**src/rtl/comp_stats.sv**
```systemverilog
// comp_stats: registered statistics and lock detector behind a 4-bit
// magnitude comparator. It counts gt/lt/eq outcomes with saturation and
// tracks the running maximum of operand a. It declares lock after LOCK_N
// consecutive equal samples, and latches an error when the comparator
// flags are not one-hot or disagree with the operands.
module comp_stats #(
  parameter int CNT_W  = 8,
  parameter int LOCK_N = 3
) (
  input  logic             clk,
  input  logic             rst,
  input  logic             clear,
  input  logic             in_valid,
  input  logic [3:0]       a,
  input  logic [3:0]       b,
  input  logic             agtb,
  input  logic             altb,
  input  logic             aeqb,
  output logic [CNT_W-1:0] gt_cnt,
  output logic [CNT_W-1:0] lt_cnt,
  output logic [CNT_W-1:0] eq_cnt,
  output logic [3:0]       max_a,
  output logic             lock,
  output logic             out_valid,
  output logic             err
);

  // Streak target as a 4-bit constant; LOCK_N is limited to 1..15.
  localparam logic [3:0] LOCK_TGT = 4'(LOCK_N);

  typedef enum logic [1:0] {
    ST_IDLE   = 2'd0,
    ST_TRACK  = 2'd1,
    ST_LOCKED = 2'd2
  } state_t;

  // Flag vector order: [2]=gt, [1]=lt, [0]=eq. The counter generate loop
  // relies on this order too.
  logic [2:0]         w_flags;
  logic [2:0]         w_ref_flags;
  logic               w_onehot;
  logic               w_consistent;
  logic               w_accept;
  logic               w_reject;
  logic               w_wipe;
  logic [2:0]         w_hit;
  logic [3:0]         w_streak_next;
  state_t             w_state_next;
  logic [3*CNT_W-1:0] w_cnt_all;

  state_t     r_state;
  logic [3:0] r_streak;
  logic [3:0] r_max;
  logic       r_lock;
  logic       r_out_valid;
  logic       r_err;

  assign w_flags      = {agtb, altb, aeqb};
  assign w_ref_flags  = {(a > b), (a < b), (a == b)};
  assign w_onehot     = (w_flags == 3'b100) || (w_flags == 3'b010) ||
                        (w_flags == 3'b001);
  assign w_consistent = (w_flags == w_ref_flags);

  // rst and clear have the same effect on every register. The in_valid
  // sample of that cycle is dropped.
  assign w_wipe   = rst || clear;
  assign w_accept = in_valid && w_onehot && w_consistent;
  assign w_reject = in_valid && !(w_onehot && w_consistent);
  assign w_hit    = w_accept ? w_flags : 3'b000;

  // Per-outcome saturating event counters, one per flag
  generate
    for (genvar gi = 0; gi < 3; gi++) begin : gen_cnt
      logic [CNT_W-1:0] r_cnt;

      // Count accepted samples of this outcome and hold at all-ones
      always_ff @(posedge clk) begin
        if (w_wipe) begin
          r_cnt <= '0;
        end else if (w_hit[gi] && (r_cnt != {CNT_W{1'b1}})) begin
          r_cnt <= r_cnt + 1'b1;
        end
      end

      assign w_cnt_all[gi*CNT_W +: CNT_W] = r_cnt;
    end
  endgenerate

  // Next equal-streak value. Eq samples count up to the lock target and
  // then hold. Gt/lt samples and rejected samples break the streak.
  // Idle cycles leave it alone.
  always_comb begin
    w_streak_next = r_streak;
    if (w_accept) begin
      if (aeqb) begin
        w_streak_next = (r_streak >= LOCK_TGT) ? LOCK_TGT : (r_streak + 4'd1);
      end else begin
        w_streak_next = 4'd0;
      end
    end else if (w_reject) begin
      w_streak_next = 4'd0;
    end
  end

  // Next FSM state. Any processed sample leaves IDLE. Reaching the streak
  // target locks, and anything that breaks the streak falls back to TRACK.
  always_comb begin
    w_state_next = r_state;
    if (w_accept && aeqb && (w_streak_next == LOCK_TGT)) begin
      w_state_next = ST_LOCKED;
    end else if (w_accept || w_reject) begin
      case (r_state)
        ST_IDLE:   w_state_next = ST_TRACK;
        ST_TRACK:  w_state_next = ST_TRACK;
        ST_LOCKED: w_state_next = ST_TRACK;
        default:   w_state_next = ST_TRACK;
      endcase
    end
  end

  // State, streak and all registered status outputs. lock is decoded from
  // the next state, so it rises together with out_valid for the sample that
  // completes the streak.
  always_ff @(posedge clk) begin
    if (w_wipe) begin
      r_state     <= ST_IDLE;
      r_streak    <= 4'd0;
      r_max       <= 4'd0;
      r_lock      <= 1'b0;
      r_out_valid <= 1'b0;
      r_err       <= 1'b0;
    end else begin
      r_state     <= w_state_next;
      r_streak    <= w_streak_next;
      r_lock      <= (w_state_next == ST_LOCKED);
      r_out_valid <= in_valid;
      if (w_accept && (a > r_max)) begin
        r_max <= a;
      end
      if (w_reject) begin
        r_err <= 1'b1;
      end
    end
  end

  assign gt_cnt    = w_cnt_all[2*CNT_W +: CNT_W];
  assign lt_cnt    = w_cnt_all[1*CNT_W +: CNT_W];
  assign eq_cnt    = w_cnt_all[0*CNT_W +: CNT_W];
  assign max_a     = r_max;
  assign lock      = r_lock;
  assign out_valid = r_out_valid;
  assign err       = r_err;

endmodule

```
**config.mk**
```make
export PLATFORM = sky130hd
export DESIGN_NAME = comp_stats
export DESIGN_NICKNAME = d
export VERILOG_FILES = /design/src/rtl/comp_stats.sv
export SDC_FILE = /design/constraint.sdc
export NUM_CORES = 1
export LEC_CHECK = 0
export CAP_MARGIN = 5
export CORE_ASPECT_RATIO = 1.25
export CORE_MARGIN = 5
export CORE_UTILIZATION = 54
export DETAILED_ROUTE_END_ITERATION = 8
export GPL_ROUTABILITY_DRIVEN = 1
export PLACE_DENSITY_LB_ADDON = 0.2
export SYNTH_ARGS = -nofsm -noshare
export SYNTH_HDL_FRONTEND = slang
export SYNTH_SLANG_ARGS = --single-unit
```
**constraint.sdc**
```tcl
create_clock -name clk -period 4 [get_ports clk]
set_clock_uncertainty 0.1 [all_clocks]
set_input_delay 1.2 -clock clk [delete_from_list [all_inputs] [get_ports clk]]
set_output_delay 1.2 -clock clk [all_outputs]
set_load 0.05 [all_outputs]
```
== After elaboration in Yosys (flattened, before gate mapping) ==
Cells that the tools add are included.

* Reduce and logical (&&, ||, !) cells: 15
* Magnitude comparators: 4
* Mux-type cells: 7
* Add/sub/neg operators: 4
* Eq/ne operators: 10

{| class="wikitable"
|+ Operators by type and width
! operator !! number
|-
| 8-bit by 1-bit adder with 8-bit output, second input constant || 3
|-
| 8-bit != test, second input constant || 3
|-
| 4-bit two-way mux || 4
|-
| 1-bit logical AND || 10
|-
| 4-bit greater-than comparator || 2
|-
| 4-bit by 1-bit adder with 4-bit output, second input constant || 1
|-
| 4-bit by 2-bit equality test with 1-bit output, second input constant || 1
|-
| 4-bit equality test || 1
|-
| 4-bit by 2-bit greater-or-equal comparator with 1-bit output, second input constant || 1
|-
| 1-bit logical OR || 4
|-
| 4-bit less-than comparator || 1
|-
| 2-bit two-way mux || 2
|-
| 3-bit by 1-bit equality test with 1-bit output, second input constant || 1
|-
| 3-bit by 2-bit equality test with 1-bit output, second input constant || 1
|-
| 3-bit equality test || 1
|-
| 3-bit equality test, second input constant || 1
|-
| 3-bit two-way mux || 1
|-
| 2-bit equality test, second input constant || 1
|-
| 1-bit logical NOT || 1
|}

* Word-level logic and storage cells: 49
* Output and inout port bits: 31
* Bits in registers: 37

== Depth between registers and ports, before layout ==
Gate-level depths: netlist of the first run.

* Depth in word-level cells: 12
* Gate-level depth with buffers: 8

== Worst setup path before layout of the first run ==
OpenSTA, ideal clock, no wires.

* Path kind: in2reg
* Start: in b[3]
* End: reg gen_cnt[1].r_cnt[5] (netlist: lt_cnt[5])
* Path buffers: 1
* Library setup time: 0.072 ns
* Arrival: 2.792 ns
* Slack: 1.036 ns
* Stages: 8
* Data required time: 3.828 ns
* Path through: inv_1 -> ha_1 -> a41oi_1 -> and3b_1 -> nand4_1 -> clkbuf_1 -> nor4_1 -> mux2i_1

* Longest elaborated chain between the ends: 5

{| class="wikitable"
|+ RTL lines
! item !! line !! RTL
|-
| from (decl) || 15 || <nowiki>input logic [3:0] b,</nowiki>
|-
| 4-bit less-than comparator, or another cell as far along || 59 || <nowiki>assign w_ref_flags = {(a > b), (a < b), (a == b)};</nowiki>
|-
| 3-bit equality test * || 62 || <nowiki>assign w_consistent = (w_flags == w_ref_flags);</nowiki>
|-
| 1-bit logical AND * || 67 || <nowiki>assign w_accept = in_valid && w_onehot && w_consistent;</nowiki>
|-
| 3-bit two-way mux * || 69 || <nowiki>assign w_hit = w_accept ? w_flags : 3'b000;</nowiki>
|-
| 1-bit logical AND * || 80 || <nowiki>end else if (w_hit[gi] && (r_cnt != {CNT_W{1'b1}})) begin</nowiki>
|-
| to (signal assigned) || 81 || <nowiki>r_cnt <= r_cnt + 1'b1;</nowiki>
|-
| to (decl) || 74 || <nowiki>logic [CNT_W-1:0] r_cnt;</nowiki>
|}

Mark *: on every way between the ends. The rest lies on a longest branch, timed or not.
A chain may end at the register's enable or synchronous reset.

== Final worst setup path of the first run ==
* Start: in a[3]
* End: reg r_max[0] (netlist: max_a[0])

* Longest elaborated chain between the ends: 4

{| class="wikitable"
|+ RTL lines
! item !! line !! RTL
|-
| from (decl) || 14 || <nowiki>input logic [3:0] a,</nowiki>
|-
| 4-bit less-than comparator, or another cell as far along || 59 ||
|-
| 3-bit equality test || 62 ||
|-
| 1-bit logical AND || 67 ||
|-
| 1-bit logical AND * || 137 || <nowiki>if (w_accept && (a > r_max)) begin</nowiki>
|-
| to (signal assigned) || 128 || <nowiki>r_max <= 4'd0;</nowiki>
|-
| to (signal assigned) || 138 || <nowiki>r_max <= a;</nowiki>
|-
| to (decl) || 53 || <nowiki>logic [3:0] r_max;</nowiki>
|}

Marks and branches as above.

==> impl_metrics.toml, run 1 <==
[clocking]
cts_tree = "yes"
cts_hold_buf = 0
insertion_delay_ns = 0.29
cts.path.max_buffers = 2
path_clk_slew_ns = 0.07
cts_resized = 0
cts_htree_levels = 2
cts_buffers = 5
clock-root-buffer = "clkbuf_8"
post_cts_buffers = 0
cts_sinks = 37

[timing]
setup_tns_ns = 0
finalSetupViolCount = 0
worstMarginPinSlew_ns = 0.5052
slew_headroom_pct = 66.21
drv_slew = 0
fmax_mhz = 296.7
period_share_pct = 84.25
hold_viol_final = 0
min_period_ns = 3.370
rsz0062_at_grt = "no"

[logic_synthesis]
syn_nets = 264
yosysSeqAreaShare_pct = 36.59
async_flop_share_pct = 0
synth-edff-count = 0
yosys_warnings = 0
syn-instance-count = 237
netlist.area_leader.share_pct = 36.59
synth.distinct_cells = 43
synth_seq_cells = 37
synth_area_mm2 = 0.002024
synth-main-ff-cell = "dfxtp_1"
yosysTopAreaCell = "dfxtp_1"
synth_area_leaders = "dfxtp_1, ha_1, nand2_1, a21oi_1, mux2i_1"
syn_area_per_cell_um2 = 8.542

[floorplanning]
coreArea_mm2 = 0.003691
die_h_um = 78.46
start_util_pct = 54.85
fp.dieArea_mm2 = 0.005081
die_w_um = 64.77
ios = 46
num_rows = 25

[drt]
avgViaCountPerCell = 5.960
num_vias = 1925
wl_mm = 4.731
postRouteAntennaNets = 0
wl_per_cell_um = 14.65
drt_iter0_markers = 83
first_pass_iters = 4
drc_errors = 0

[final_layout]
fin_nets = 309
final_common_cell = "clkdlybuf4s50_1"
n_antenna_cell = 0
area_growth_pct = 28.43
drive_above_1_share_pct = 6.360
layout_common_cells = "clkdlybuf4s50_1, dfxtp_1, nand2_1"
fin_cells = 323
fillerInstances = 320

[power_and_ir_drop]
leakage_uw = 0.0009470
totalPowerFinal_uw = 734.2
vdd_drop_max_mv = 0.1911
p_per_area_mw_per_mm2 = 282.4

[grt]
grt_start_max_net_pins = 25
overflow = 0
grt_pass1_vias = 1882
grt_pass1_wl_mm = 8.383
track_usage_pct = 20.41
antenna_found_initial = 0

[setup_path]
crit_path_start_kind = "primary input"
worstPathRequired_ns = 4.11
path_max_fanout = 8
critPathKind = "primary input to flop"
cp-end-kind = "flop"
r2r_slack_ns = 1.96
worstPathArrival_ns = 3.48

[place]
dp_hpwl_mm = 3.446
numPortBuffers = 45
dp_cells = 315
place_congestion = 0.7690

[flow_run]
max_cap_violations = 0

[outcome]
status = "finished clean"

[min_path]
hold_path.class = "flop to flop"
-- cells in the mapped netlist (2+ instances only) --
cell type  count
dfxtp_1       37
nand2_1       30
a21oi_1       19
ha_1          12
inv_1         12
nor2_1        12
or3_1         10
mux2i_1        9
nand3_1        9
clkbuf_1       8
nand4_1        8
o21ai_0        8
a31oi_1        5
and3_1         5
a41o_1         4
and4_1         4
o311ai_0       4
a2111o_1       3
and2_1         3
nand2b_1       3
nor4_1         3
o41ai_1        3
a211oi_2       2
a31o_2         2
a41oi_1        2
nor2b_1        2
nor3_1         2
-- power breakdown --
group	internal (µW)	switching (µW)	total, µW
clock network	156	129	285
registers	370	0.954	371
logic	32.6	45.9	78.5
-- routing by layer --
metal	track usage (%)	routed length, µm	up-vias
li1	-	-	983
met1	24.89	2115	885
met2	33.27	2304	48
met3	6.009	223	9
met4	8.245	88	0
met5	0	0	-
-- cells by family (layout without fill, tap and decap cells) --
group | after synthesis | in the layout | share of synthesized area [%]
AOI/OAI and AO/OA | 60 | 60 | 21.82
buffers and inverters | 21 | 67 | 4.264
xor gates and xnor gates | 1 | 1 | 0.4327
adders and majority gates | 12 | 12 | 7.416
muxes | 9 | 9 | 4.450
DFF | 37 | 37 | 36.59
and+or+nand+nor | 97 | 97 | 25.03
-- registers in the layout (all words and copies together), names as in the netlist --
register and flops:
eq_cnt 8, gt_cnt 8, lt_cnt 8, max_a 4, r_streak 4, r_state 2
err 1, lock 1, out_valid 1
-- worst paths after layout --
path,cells past startpoint,to,startpoint
worst max-delay path,7,max_a[0],a[3]
worst min register to register,2,lock,r_state[1]
worst max register to register,7,eq_cnt[4],eq_cnt[0]
worst min-delay path,2,lock,r_state[1]
-- worst max-delay path: stages --
cell	delay (ns)
clkdlybuf4s50_1	0.45
ha_1	0.38
nand4_1	0.16
or2_1	0.29
a221o_1	0.47
a21boi_4	0.29
mux2i_1	0.23
-- layout make-up --
cell class,count,area [µm²],share of cell area [%]
repair buffers,47,465.4,17.90
multi-input cells,179,1197,46.05
flip-flops and latches,37,740.7,28.49
clock buffers,7,96.34,3.705
well taps,40,50.05,1.925
clock inverters,1,5.005,0.1925
inverters,12,45.04,1.732
-- metrics by stage --
| stage | instance area (µm²) | hold WS [ns] | utilization (%) | setup slack, ns |
|---|---|---|---|---|
| 2_1_floorplan | 2024 | 0.3364 | - | 1.036 |
| 6_report | 2600 | 0.3546 | 70.44 | 0.6301 |
| 4_1_cts | 2600 | 0.3618 | 70.44 | 0.6415 |
| 3_3_place_gp | 2499 | 0.3513 | 67.69 | 0.3798 |
| 3_5_place_dp | 2499 | 0.3520 | 67.69 | 0.3451 |
| 5_1_grt | 2600 | 0.3870 | 70.44 | 0.4018 |
No activity file was read; power rests on OpenSTA's default activity.
==> run 2, diff against run 1 <==
--- a/config.mk
+++ b/config.mk
@@ -8,7 +8,7 @@
 export CAP_MARGIN = 5
 export CORE_ASPECT_RATIO = 1.25
 export CORE_MARGIN = 5
-export CORE_UTILIZATION = 54
+export CORE_UTILIZATION = 50
 export DETAILED_ROUTE_END_ITERATION = 8
 export GPL_ROUTABILITY_DRIVEN = 1
 export PLACE_DENSITY_LB_ADDON = 0.2
==> constraint.sdc (replaced) <==
create_clock -name clk -period 3.43 [get_ports clk]
set_clock_uncertainty 0.1 [all_clocks]
set_input_delay 1.029 -clock clk [delete_from_list [all_inputs] [get_ports clk]]
set_output_delay 1.029 -clock clk [all_outputs]
set_load 0.05 [all_outputs]
==> run 2 against run 1 <==
  * Worst hold slack improved by 0.0051 ns
  * Via count up 0.47%
  * Sequential power increased by 17%
  * Register-to-register slack got worse by 0.57 ns
  * Critical path type unchanged
==> impl_metrics.toml, run 2 (same netlist as run 1, synthesis figures left out) <==
[outcome]
status = "finished clean"

[floorplanning]
num_rows = 25
die_w_um = 66.92
fp.dieArea_mm2 = 0.005429
start_util_pct = 52.62
coreArea_mm2 = 0.003847
die_h_um = 81.14
ios = 46

[grt]
grt_pass1_vias = 1812
grt_pass1_wl_mm = 8.383
grt_start_max_net_pins = 21
antenna_found_initial = 0
track_usage_pct = 19.79
overflow = 0

[final_layout]
layout_common_cells = "clkdlybuf4s50_1, dfxtp_1, nand2_1"
post-route-util_pct = 69.66
fin_nets = 313
area_growth_pct = 32.39
final_common_cell = "clkdlybuf4s50_1"
fin_cells = 341
drive_above_1_share_pct = 7.666
fillerInstances = 311
n_antenna_cell = 0

[drt]
drt_iter0_markers = 122
drc_errors = 0
num_vias = 1934
postRouteAntennaNets = 0
first_pass_iters = 4
avgViaCountPerCell = 5.672
wl_mm = 4.838
wl_per_cell_um = 14.19

[clocking]
cts_htree_levels = 2
cts_sinks = 37
clock-root-buffer = "clkbuf_8"
cts_buffers = 5
insertion_delay_ns = 0.29
cts_tree = "yes"
cts_hold_buf = 0
path_clk_slew_ns = 0.08
cts_resized = 0
cts.path.max_buffers = 2
post_cts_buffers = 0

[power_and_ir_drop]
totalPowerFinal_uw = 977.1
p_per_area_mw_per_mm2 = 364.6
leakage_uw = 0.0009793
vdd_drop_max_mv = 0.3312

[timing]
worstMarginPinSlew_ns = 0.5164
setup_tns_ns = 0
hold_viol_final = 0
slew_headroom_pct = 65.46
hold_ws_ns = 0.3597
drv_slew = 0
rsz0062_at_grt = "no"
finalSetupViolCount = 0
fmax_mhz = 321.0
min_period_ns = 3.115
period_share_pct = 90.82

[place]
dp_cells = 333
numPortBuffers = 45
place_congestion = 0.8184
dp_hpwl_mm = 3.579

[setup_path]
path_max_fanout = 8
worstPathArrival_ns = 3.23
critPathKind = "primary input to flop"
r2r_slack_ns = 1.39
worstPathRequired_ns = 3.54
cp-end-kind = "flop"
r2r_cells = 7
crit_path_start_kind = "primary input"

[flow_run]
max_cap_violations = 0

[min_path]
holdPathStages = 2
hold_path.class = "flop to flop"
## run 2: changes by cell type in the layout (fill, tap and decap cells not counted)
cell / delta
buf_4: +4
clkbuf_8: -2
bufinv_16: +2
## run 2: area by class of cell
| class | count | area (µm²) | area share [%] |
|---|---|---|---|
| inverters | 12 | 45.04 | 1.681 |
| well taps | 54 | 67.56 | 2.521 |
| multi-input cells | 179 | 1197 | 44.68 |
| clock inverters | 3 | 65.06 | 2.428 |
| clock buffers | 5 | 68.82 | 2.568 |
| flip-flops and latches | 37 | 740.7 | 27.64 |
| repair buffers | 51 | 495.5 | 18.49 |
## run 2: path summary, 6_finish.rpt
| check | startpoint | to |
|---|---|---|
| hold / removal | r_state[1] | lock |
| hold reg to reg | r_state[1] | lock |
| setup reg to reg | eq_cnt[0] | eq_cnt[4] |
| setup / recovery | a[1] | gt_cnt[7] |
## run 2: critical path, cell delays in order
cell             delay (ns)
clkdlybuf4s50_1        0.47
ha_1                   0.34
nor2b_1                0.15
o211ai_2               0.29
nand3_1                0.37
a2111o_1               0.49
o21ai_0                0.08
## run 2: per-stage QoR
step | worst slack [ns] | instance area [µm²]
3_3_place_gp | 0.05569 | 2546
3_5_place_dp | 0.01415 | 2546
2_1_floorplan | 0.6369 | 2024
5_1_grt | 0.1406 | 2680
4_1_cts | 0.3137 | 2680
6_report | 0.3150 | 2680
## run 2: power breakdown
part           internal [µW]  leakage, µW  switching (µW)
clock                    289    0.0000681             161
sequential               431     0.000298            1.24
combinational           40.3     0.000613            54.7
total                    761     0.000979             217
## run 2: metal layers
metal	wire length, µm	vias to the layer above	share of wire (%)	global-route usage [%]
met2	2331	47	48	32.04
met3	227	7	4.7	4.288
li1	-	986	-	-
met4	63	0	1.3	7.099
met5	0	-	0	0
met1	2215	894	46	25.77
==> run 3, diff against run 2 <==
--- a/config.mk
+++ b/config.mk
@@ -8,10 +8,11 @@
 export CAP_MARGIN = 5
 export CORE_ASPECT_RATIO = 1.25
 export CORE_MARGIN = 5
-export CORE_UTILIZATION = 50
+export CORE_UTILIZATION = 45
 export DETAILED_ROUTE_END_ITERATION = 8
 export GPL_ROUTABILITY_DRIVEN = 1
 export PLACE_DENSITY_LB_ADDON = 0.2
 export SYNTH_ARGS = -nofsm -noshare
 export SYNTH_HDL_FRONTEND = slang
 export SYNTH_SLANG_ARGS = --single-unit
+export TNS_END_PERCENT = 30
==> constraint.sdc (replaced) <==
create_clock -name clk -period 2.6 [get_ports clk]
set_clock_uncertainty 0.1 [all_clocks]
set_input_delay 0.78 -clock clk [delete_from_list [all_inputs] [get_ports clk]]
set_output_delay 0.78 -clock clk [all_outputs]
set_load 0.05 [all_outputs]
==> run 3 against run 2 <==
  * Non-clock buffer count grew 21
  * Sequential share of layout area fell by 1.8 points
  * Register-to-register slack got worse by 0.78 ns
  * Worst setup slack worse by 0.22 ns
  * Die area rose by 9.6%
  * Utilization shrank 4.3 points
  * Combinational power grew 62%
  * Highest routed layer unchanged
==> impl_metrics.toml, run 3 (same netlist as run 1, synthesis figures left out) <==
[grt]
grt_most_used_layer = "met2"
track_usage_pct = 17.91
gr-usage-met1_pct = 20.89
grt_pass1_wl_mm = 8.804
grt_pass1_vias = 1987
antenna_found_initial = 0
grt_start_max_net_pins = 18
use_met3_pct = 4.739
overflow = 0
grt_util_met2_pct = 31.30

[drt]
drt_iter0_markers = 73
wl_per_cell_um = 14.04
num_vias = 2033
avgViaCountPerCell = 5.555
postRouteAntennaNets = 0
drc_errors = 0
wl_mm = 5.139
first_pass_iters = 4

[setup_path]
worstPathRequired_ns = 1.72
cp_top_family = "buffers and inverters"
rr_startpoint = "eq_cnt[0]"
worst_path_largest_cell_delay_ns = 0.86
endpoint = "gt_cnt[2]"
r2r_slack_ns = 0.61
r2r_cells = 7
path_depth = 1
path_max_fanout = 8
critPathKind = "flop to primary output"
cp-end-kind = "primary output"
worstPathCellList = "clkdlybuf4s50_1"
crit_path_start_kind = "flop"
critPathSlowestCell = "clkdlybuf4s50_1"
critPathBufInv = 1
crit_start = "gt_cnt[2]"
r2r-end = "eq_cnt[4]"
worstPathArrival_ns = 1.63

[floorplanning]
ios = 46
coreArea_mm2 = 0.004392
num_rows = 27
die_h_um = 84.99
fp.dieArea_mm2 = 0.005948
start_util_pct = 46.10
die_w_um = 69.99

[clocking]
cts_buffers = 5
clock-root-buffer = "clkbuf_8"
insertion_delay_ns = 0.29
cts_tree = "yes"
cts.path.max_buffers = 2
cts_htree_levels = 2
cts_sinks = 37
cts_hold_buf = 0
path_clk_slew_ns = 0.08

[final_layout]
drive_above_1_share_pct = 16.56
area_growth_pct = 41.84
fin_area_mm2 = 0.002872
fin_nets = 334
layout_common_cells = "dfxtp_1, clkdlybuf4s50_1, nand2_1"
n_antenna_cell = 0

[min_path]
holdPathStages = 2
hold_start = "r_state[1]"
hold_path.class = "flop to flop"

[power_and_ir_drop]
swShare_pct = 24.50
pwr-share-comb_pct = 12.5
leakage_uw = 0.001077
p_per_area_mw_per_mm2 = 428.9
seq_power_share_pct = 46.3
totalPowerFinal_uw = 1232
switchingPower_uw = 301.8
p_int_uw = 929.8
p_clk_share_pct = 41.1
vdd_drop_max_mv = 0.3294

[timing]
rsz0062_at_grt = "yes"
worstMarginPinSlew_ns = 0.5179
fmax_mhz = 398.9
period_share_pct = 96.42
min_period_ns = 2.507
hold_viol_final = 0
drv_slew = 0
slew_headroom_pct = 65.37
finalSetupViolCount = 0

[place]
dp_hpwl_mm = 3.881
numPortBuffers = 45
place_congestion = 0.8608
placed_area_mm2 = 0.002721

[outcome]
status = "finished clean"

[flow_run]
max_cap_violations = 0
-- run 3: final cells by class --
| class | instances | area (µm²) |
|---|---|---|
| clock buffers | 5 | 68.82 |
| fillers | 401 | 1520 |
| flip-flops and latches | 37 | 740.7 |
| multi-input cells | 179 | 1242 |
| clock inverters | 3 | 46.29 |
| repair buffers | 72 | 655.6 |
| inverters | 12 | 45.04 |
| well taps | 58 | 72.57 |
-- run 3: power groups by stage --
stage                     Combinational, µW  Clock [µW]  Sequential, µW
after detailed placement                151           0             584
after floorplan                        67.5           0             592
after global routing                    168         544             571
after global placement                  148           0             584
final                                   154         507             571
after CTS                               155         514             571
-- run 3: how the worst min path moves through the flow --
| stage | end | slack [ns] |
|---|---|---|
| final | lock | 0.37 |
| after global placement | lock | 0.35 |
| after detailed placement | lock | 0.36 |
| after CTS | lock | 0.37 |
| after floorplan | lock | 0.34 |
| after global routing | lock | 0.39 |
-- run 3: stage by stage --
stage / util, % / setup WS [ns] / instances / TNS (ns) / hold slack [ns]
after floorplan: - / 0.05589 / 237 / 0 / 0.3364
after global placement: 61.97 / -0.5123 / 358 / -12.24 / 0.3490
after detailed placement: 61.97 / -0.5275 / 358 / -13.26 / 0.3577
after CTS: 65.38 / 0.04649 / 366 / 0 / 0.3724
after global routing: 65.38 / -0.01131 / 366 / -0.01131 / 0.3876
final: 65.38 / 0.09306 / 366 / 0 / 0.3707
-- run 3: metal layers --
metal	routed length, µm	share of wire (%)
met1	2303	45
met2	2549	50
met3	190	3.7
met4	96	1.9
met5	0	0
-- run 3: tightest hold or removal path: cells and delay by family, from the launching register on --
family           cells  cell delay, ns
AND/OR/NAND/NOR      1            0.05
AO/OA/AOI/OAI        1            0.06
flip-flops           1            0.32
-- run 3: repair_timing --
| item | in CTS | in global routing |
|---|---|---|
| endpoints found under the hold margin | 0 | 0 |
| pin swaps | 7 | 2 |
| buffers inserted | 0 | 0 |
| resized for setup | 16 | 1 |
| setup endpoints to repair | 23 | 5 |
